===== config.mk =====
export PLATFORM = sky130hd
export DESIGN_NAME = chan_coef_load_ctrl
export DESIGN_NICKNAME = d
export VERILOG_FILES = /design/src/rtl/chan_coef_load_ctrl.sv
export SDC_FILE = /design/constraint.sdc
export NUM_CORES = 1
export LEC_CHECK = 0
export BUFFER_PORTS_ARGS = -buffer_cell sky130_fd_sc_hd__buf_4
export CORE_MARGIN = 10
export CORE_UTILIZATION = 49
export CTS_CLUSTER_DIAMETER = 60
export DETAILED_ROUTE_END_ITERATION = 6
export GPL_TIMING_DRIVEN = 0
export PLACE_DENSITY_LB_ADDON = 0.1
export SKIP_LAST_GASP = 1
export SLEW_MARGIN = 20
export SYNTH_ARGS = -nofsm -noshare
export SYNTH_HDL_FRONTEND = slang
export SYNTH_SLANG_ARGS = --single-unit

===== constraint.sdc =====
create_clock -name clk -period 5.3 [get_ports clk]
set_input_delay 1.325 -clock clk [delete_from_list [all_inputs] [get_ports clk]]
set_output_delay 1.325 -clock clk [all_outputs]
set_load 0.05 [all_outputs]

===== src/rtl/chan_coef_load_ctrl.sv =====
// Purpose : loads N pulse-response words from the coefficient ROM into the ISI channel, waits for done_wait, then gates symbols.
// Latency : first ROM read 1 cycle after start; N+2 channel writes from cycle 2; RUN at least 1 cycle after the last write.
// Backpr. : src_ready is low outside RUN, so no symbol reaches the channel during a load, wait or error.
//
// Ports:
//   clk, rstn             clock, async active-low reset (released synchronously inside the block)
//   start                 single-cycle load/reload/retry request (ignored while busy)
//   rom_rd_en/addr/rdata  coefficient ROM read port; rdata valid one cycle after rd_en
//   load_mem/location/mem_data  channel coefficient write port
//   done_wait             channel reports its coefficient load is complete
//   src_valid/src_ready   symbol handshake from TX; chan_valid is their AND
//   busy/cfg_done/cfg_error  status: loading or waiting / running / timed out
module chan_coef_load_ctrl #(
    parameter int PULSE_RESPONSE_LENGTH = 5,
    parameter int ADDR_WIDTH            = 8,
    parameter int BASE_ADDR             = 0,
    parameter int DONE_TIMEOUT          = 16
) (
    input  logic                  clk,
    input  logic                  rstn,
    input  logic                  start,
    output logic                  rom_rd_en,
    output logic [ADDR_WIDTH-1:0] rom_addr,
    input  logic [63:0]           rom_rdata,
    output logic                  load_mem,
    output logic [7:0]            location,
    output logic [63:0]           mem_data,
    input  logic                  done_wait,
    input  logic                  src_valid,
    output logic                  src_ready,
    output logic                  chan_valid,
    output logic                  busy,
    output logic                  cfg_done,
    output logic                  cfg_error
);

    localparam int N   = PULSE_RESPONSE_LENGTH;
    localparam int LCW = $clog2(N + 3);
    localparam int TCW = $clog2(DONE_TIMEOUT + 1);
    localparam logic [TCW-1:0] TMO_LAST = TCW'(DONE_TIMEOUT - 1);

    typedef enum logic [2:0] {
        IDLE      = 3'd0,
        LOAD      = 3'd1,
        WAIT_DONE = 3'd2,
        RUN       = 3'd3,
        ERROR     = 3'd4
    } state_t;

    // Reset asserts immediately and is released two edges after rstn rises.
    logic [1:0] rst_sync;
    logic       rst_n;

    always_ff @(posedge clk or negedge rstn) begin
        if (!rstn) rst_sync <= 2'b00;
        else       rst_sync <= {rst_sync[0], 1'b1};
    end

    assign rst_n = rst_sync[1];

    state_t                  state, state_nxt;
    logic [LCW-1:0]          cnt, cnt_nxt;       // LOAD cycle index, 0 = first cycle in LOAD
    logic [TCW-1:0]          tmo, tmo_nxt;       // WAIT_DONE cycles elapsed
    logic                    rd_dly;             // rom_rdata is valid this cycle
    logic                    rd_nxt, load_nxt;
    logic [ADDR_WIDTH-1:0]   addr_nxt;
    logic [7:0]              loc_nxt;
    logic [63:0]             data_nxt;
    logic [31:0]             cnt_ext;

    assign cnt_ext = 32'(cnt);

    always_comb begin
        state_nxt = state;
        cnt_nxt   = cnt;
        tmo_nxt   = tmo;
        rd_nxt    = 1'b0;
        addr_nxt  = rom_addr;
        load_nxt  = 1'b0;
        loc_nxt   = location;
        // Capturing the ROM word here makes mem_data trail location by one write.
        data_nxt  = rd_dly ? rom_rdata : mem_data;

        case (state)
            IDLE, RUN, ERROR: begin
                if (start) begin
                    state_nxt = LOAD;
                    cnt_nxt   = '0;
                    rd_nxt    = 1'b1;
                    addr_nxt  = ADDR_WIDTH'(BASE_ADDR);
                    data_nxt  = '0;
                end
            end
            LOAD: begin
                cnt_nxt = cnt + LCW'(1);
                if (cnt_ext + 32'd1 < 32'(N)) begin
                    rd_nxt   = 1'b1;
                    addr_nxt = ADDR_WIDTH'(BASE_ADDR) + ADDR_WIDTH'(cnt_ext + 32'd1);
                end
                // N+2 writes: the channel's done counter needs two extra strobes,
                // which repeat the last index.
                if (cnt_ext <= 32'(N + 1)) begin
                    load_nxt = 1'b1;
                    loc_nxt  = (cnt_ext < 32'(N - 1)) ? 8'(cnt_ext) : 8'(N - 1);
                end
                if (cnt_ext == 32'(N + 2)) begin
                    state_nxt = WAIT_DONE;
                    tmo_nxt   = '0;
                end
            end
            WAIT_DONE: begin
                if (done_wait)            state_nxt = RUN;
                else if (tmo == TMO_LAST) state_nxt = ERROR;
                else                      tmo_nxt   = tmo + TCW'(1);
            end
            default: state_nxt = IDLE;
        endcase
    end

    always_ff @(posedge clk or negedge rst_n) begin
        if (!rst_n) begin
            state     <= IDLE;
            cnt       <= '0;
            tmo       <= '0;
            rd_dly    <= 1'b0;
            rom_rd_en <= 1'b0;
            rom_addr  <= '0;
            load_mem  <= 1'b0;
            location  <= '0;
            mem_data  <= '0;
            src_ready <= 1'b0;
            busy      <= 1'b0;
            cfg_done  <= 1'b0;
            cfg_error <= 1'b0;
        end else begin
            state     <= state_nxt;
            cnt       <= cnt_nxt;
            tmo       <= tmo_nxt;
            rd_dly    <= rom_rd_en;
            rom_rd_en <= rd_nxt;
            rom_addr  <= addr_nxt;
            load_mem  <= load_nxt;
            location  <= loc_nxt;
            mem_data  <= data_nxt;
            // Status flags are decoded from the next state so they change on the transition edge.
            src_ready <= (state_nxt == RUN);
            busy      <= (state_nxt == LOAD) || (state_nxt == WAIT_DONE);
            cfg_done  <= (state_nxt == RUN);
            cfg_error <= (state_nxt == ERROR);
        end
    end

    assign chan_valid = src_valid & src_ready;

endmodule


# After elaboration in Yosys (flattened, before gate mapping)
# Index checks and enable logic that the tools add are counted.
[totals]
latchBits = 0
n_memories = 0
elab_cells = 67
regBits = 99
out_inout_bits = 87
ram_bits = 0
inputBits = 69
romBits = 0
[op_classes]
bitwise_logic = 1
mux = 23
reduce_logical = 9
order_cmp = 3
n_shift = 0
n_mul = 0
eq_ne = 15
n_addsub = 3
n_div = 0
[ops]
columns = ["operator", "n"]
rows = [
  ["2-to-1 mux 64 bit", 3],
  ["less-than comparator 32 x 3 -> 1 bit, second input constant", 1],
  ["2-to-1 mux 3 bit", 6],
  ["2-to-1 mux 8 bit", 2],
  ["case mux 8 bit (2 select lines)", 1],
  ["2-to-1 mux 5 bit", 3],
  ["== test 3 x 2 -> 1 bit, second input constant", 4],
  ["!= test 2 bit, second input constant", 5],
  ["case mux 5 bit (2 select lines)", 1],
  ["== test 3 bit, second input constant", 3],
  ["case mux 3 bit (3 select lines)", 1],
  ["== test 3 x 1 -> 1 bit, second input constant", 2],
  ["case mux 3 bit (2 select lines)", 1],
  ["adder 5 x 1 -> 5 bit, second input constant", 1],
  ["== test 5 x 4 -> 1 bit, second input constant", 1],
  ["adder 3 x 1 -> 4 bit, second input constant", 1],
  ["2-to-1 mux 1 bit", 4],
  ["AND reduction 2 bit", 2],
  ["AND reduction 4 bit", 1],
  ["nonzero test 2 bit", 2],
  ["adder 3 x 1 -> 3 bit, second input constant", 1],
  ["less-or-equal comparator 3 bit, second input constant", 1],
  ["zero test 3 bit", 1],
  ["less-than comparator 3 bit, second input constant", 1],
  ["other kinds (5)", 5],
]

# Logic depth before layout (Yosys ltp)
[depth]
ltp_word = 6
ltp_mapped = 7
ltp_nobuf = 7

# Worst setup path after synthesis
# Ideal clock, no wire load.
[synth_path]
kind = "input-to-output"
start = "input port src_valid"
end = "output port chan_valid"
path_slack_ns = 2.238
n_path_buf = 0
t_required_ns = 3.975
t_arrival_ns = 1.737
cell_stages = 1
path_cell_list = "and2_1"
[synth_between]
elab_chain_cells = 1
[synth_lines]
columns = ["item", "line", "text"]
rows = [
  ["start: declaration", "29", "input logic src_valid,"],
  ["bitwise AND 1 bit", "153", "assign chan_valid = src_valid & src_ready;"],
  ["end: declaration", "31", "output logic chan_valid,"],
]
# No other way between the ends.

# Final worst setup path
# Ends and elaborated chain as after synthesis.

==> reports/qor.yml <==
power:
  leakage_nw: 2.88
  p_comb_share_pct: 58.9
  pwr-share-clk_pct: 12.1
  powerDensity_nw_per_um2: 755
  p_int_mw: 2.04
  switching_share_pct: 50.0
  vdd_drop_max_mv: 0.392
  p_seq_share_pct: 29.0
  p_switching_mw: 2.04
synthesis:
  ys_ff_latch: 90
  syn_area_sq_um: 3890
  synth.area.top_cells: "dfrtp_1, mux2i_1, nor2_1"
  yosysUniqueCellTypes: 44
  synth.avg_cell_area_sq_um: 11.9
  synthCells: 326
  synth-main-ff-cell: "dfrtp_1"
  synth_top_area_share_pct: 57.8
  yosysMostFrequentCell: "dfrtp_1"
  yosysSeqAreaShare_pct: 57.8
  yosys_warnings: 0
  async_reset_ff_share_pct: 100
  synth_area_leader_cell: "dfrtp_1"
  synthTopCellsByCount: "dfrtp_1, nor2_1, mux2i_1, buf_4, inv_1"
  synth_edf_count: 0
place:
  port_buffers: 146
  dpl.hpwl_um: 7830
  place.gp.congestion: 0.769
  placed_area_sq_um: 5180
  dp_slack_ns: 2.20
finish:
  fillCellCount: 592
  final_nets: 566
  synthToLayoutAreaGrowth_pct: 38.4
  antenna_cells: 0
  fin_util_pct: 69.8
  fin_area_sq_um: 5390
  drive_gt1_share_pct: 39.2
clock_network:
  cts_hold_buf: 0
  root_buffer: "clkbuf_8"
  cts_buffers: 9
  clk_latency_ns: 0.34
  cts_setup_buffers: 0
  path_clk_slew_ns: 0.08
  cts_tree: "yes"
  post_cts_resize_count: 0
  h-tree-depth: 3
  cts.sinks: 90
  max-clock-path-buffers: 2
timing:
  whs_ns: 0.321
  rsz0062_at_grt: "false"
  fin_skew_ns: 0.00857
  worst_slack_ns: 2.21
  setup_viol_count_final: 0
  slew_viol_final: 0
  hold_viol_final: 0
  period_share_pct: 58.4
  setup_tns_ns: 0
  post-route-min-period_ns: 3.09
  fmax_ghz: 0.323
  relSlewSlack_pct: 53.0
  worstMarginPinSlew_ns: 0.705
critical_path:
  reg2reg_depth: 6
  r2r_slack_ns: 3.23
  cp.arrival_ns: 1.77
  r2r-start: "cnt[1]"
  required_ns: 3.97
  start_kind: "input pin"
  cp_max_fo: 1
  end_kind: "output pin"
  r2r-end: "tmo[3]"
  worstSetupPathType: "in -> out"
floorplanning:
  fp.dieW_um: 109
  placement_rows: 32
  start_util_pct: 50.4
  pin_count: 156
  design.core.area_sq_um: 7730
  fp.dieArea_sq_um: 11900
  die_h_um: 109
run_status:
  status: "finished, final reports clean"
grt:
  grt_antenna_before_repair: 0
  top_usage_layer: "met2"
  grt_pass1_vias: 2884
  grtUsageMet3_pct: 4.42
  grt.total_usage_pct: 15.9
  met1_usage_pct: 18.5
  grt_max_degree: 50
  grt_overflow: 0
  grt_pass1_wl_um: 14900
  grt_util_met2_pct: 26.7
routing:
  viasPerCell: 4.83
  wirelength_um: 9900
  drc: 0
  drt_iter0_drc: 89
  drtPass1Iterations: 4
  num_vias: 2894
  wl_per_cell_um: 16.5
  ant_nets: 0
min_path:
  hp-class: "reg -> async"
job:
  cap_violations: 0
-- layout by cell type (no fill, tap or decap), types with 3 or more instances in the layout --
cell type,instances
buf_4,157
dfrtp_1,89
nor2_1,68
mux2i_1,65
inv_1,11
conb_1,10
clkbuf_8,9
buf_2,8
buf_1,6
nor2b_1,5
nand2_1,5
o21ai_0,5
ha_1,5
a22o_1,4
buf_6,3
and2_1,3
a21oi_1,3
-- how the worst max path moves through the flow --
stage                      from  depth (start not counted)           end
detailed placement    src_valid                          3    chan_valid
global route          src_valid                          3    chan_valid
global placement    rst_sync[1]                          0  mem_data[37]
finish                src_valid                          3    chan_valid
CTS                   src_valid                          3    chan_valid
floorplan             src_valid                          1    chan_valid
-- stage by stage --
stage / std cells / power [mW]
floorplan: 334 / 2.88
global placement: 582 / 3.56
detailed placement: 583 / 3.62
CTS: 599 / 4.12
global route: 599 / 4.29
finish: 599 / 4.07
-- routing by layer --
| layer | part of all wire [%] | routed length (um) |
|---|---|---|
| met2 | 50 | 4950 |
| met5 | 0 | 0 |
| met1 | 40 | 3920 |
| met4 | 2.3 | 225 |
| met3 | 8.2 | 811 |
-- final cells by class --
class,instances,area (sq um),area share (%)
multi-input cells,205,1450,26.9
inverters,11,41.3,0.766
flip-flops and latches,90,2260,41.8
plain buffers,28,179,3.32
repair buffers,147,1120,20.8
clock buffers,11,131,2.44
clock inverters,5,80.1,1.49
well taps,102,128,2.37
-- cells by family after synthesis --
family / after synthesis / share of synthesized area, %
compound gates: 27 / 6.20
simple gates: 97 / 11.6
buf+inv: 39 / 5.65
fa+ha+maj: 6 / 1.86
other cells: 2 / 0.193
flops: 90 / 57.8
mux: 65 / 16.7
-- registers in the layout (all words and copies together) (netlist names), 2 cells and up --
name / cells
tmo: 5
location: 3
cnt: 3
mem_data: 64
rom_addr: 4
rst_sync: 2
state: 3
-- power groups by stage --
stage	clock [mW]	combinational, mW	sequential, mW
2_1_floorplan	0	0.732	2.15
3_3_place_gp	0	2.38	1.18
3_5_place_dp	0	2.43	1.19
4_1_cts	0.510	2.43	1.18
5_1_grt	0.538	2.53	1.22
6_report	0.494	2.40	1.18
-- worst max-delay path: stages --
cell and delay (ns):
buf_4 0.10, and2_1 0.15, buf_4 0.19
Power figures use the tool's default switching activity.
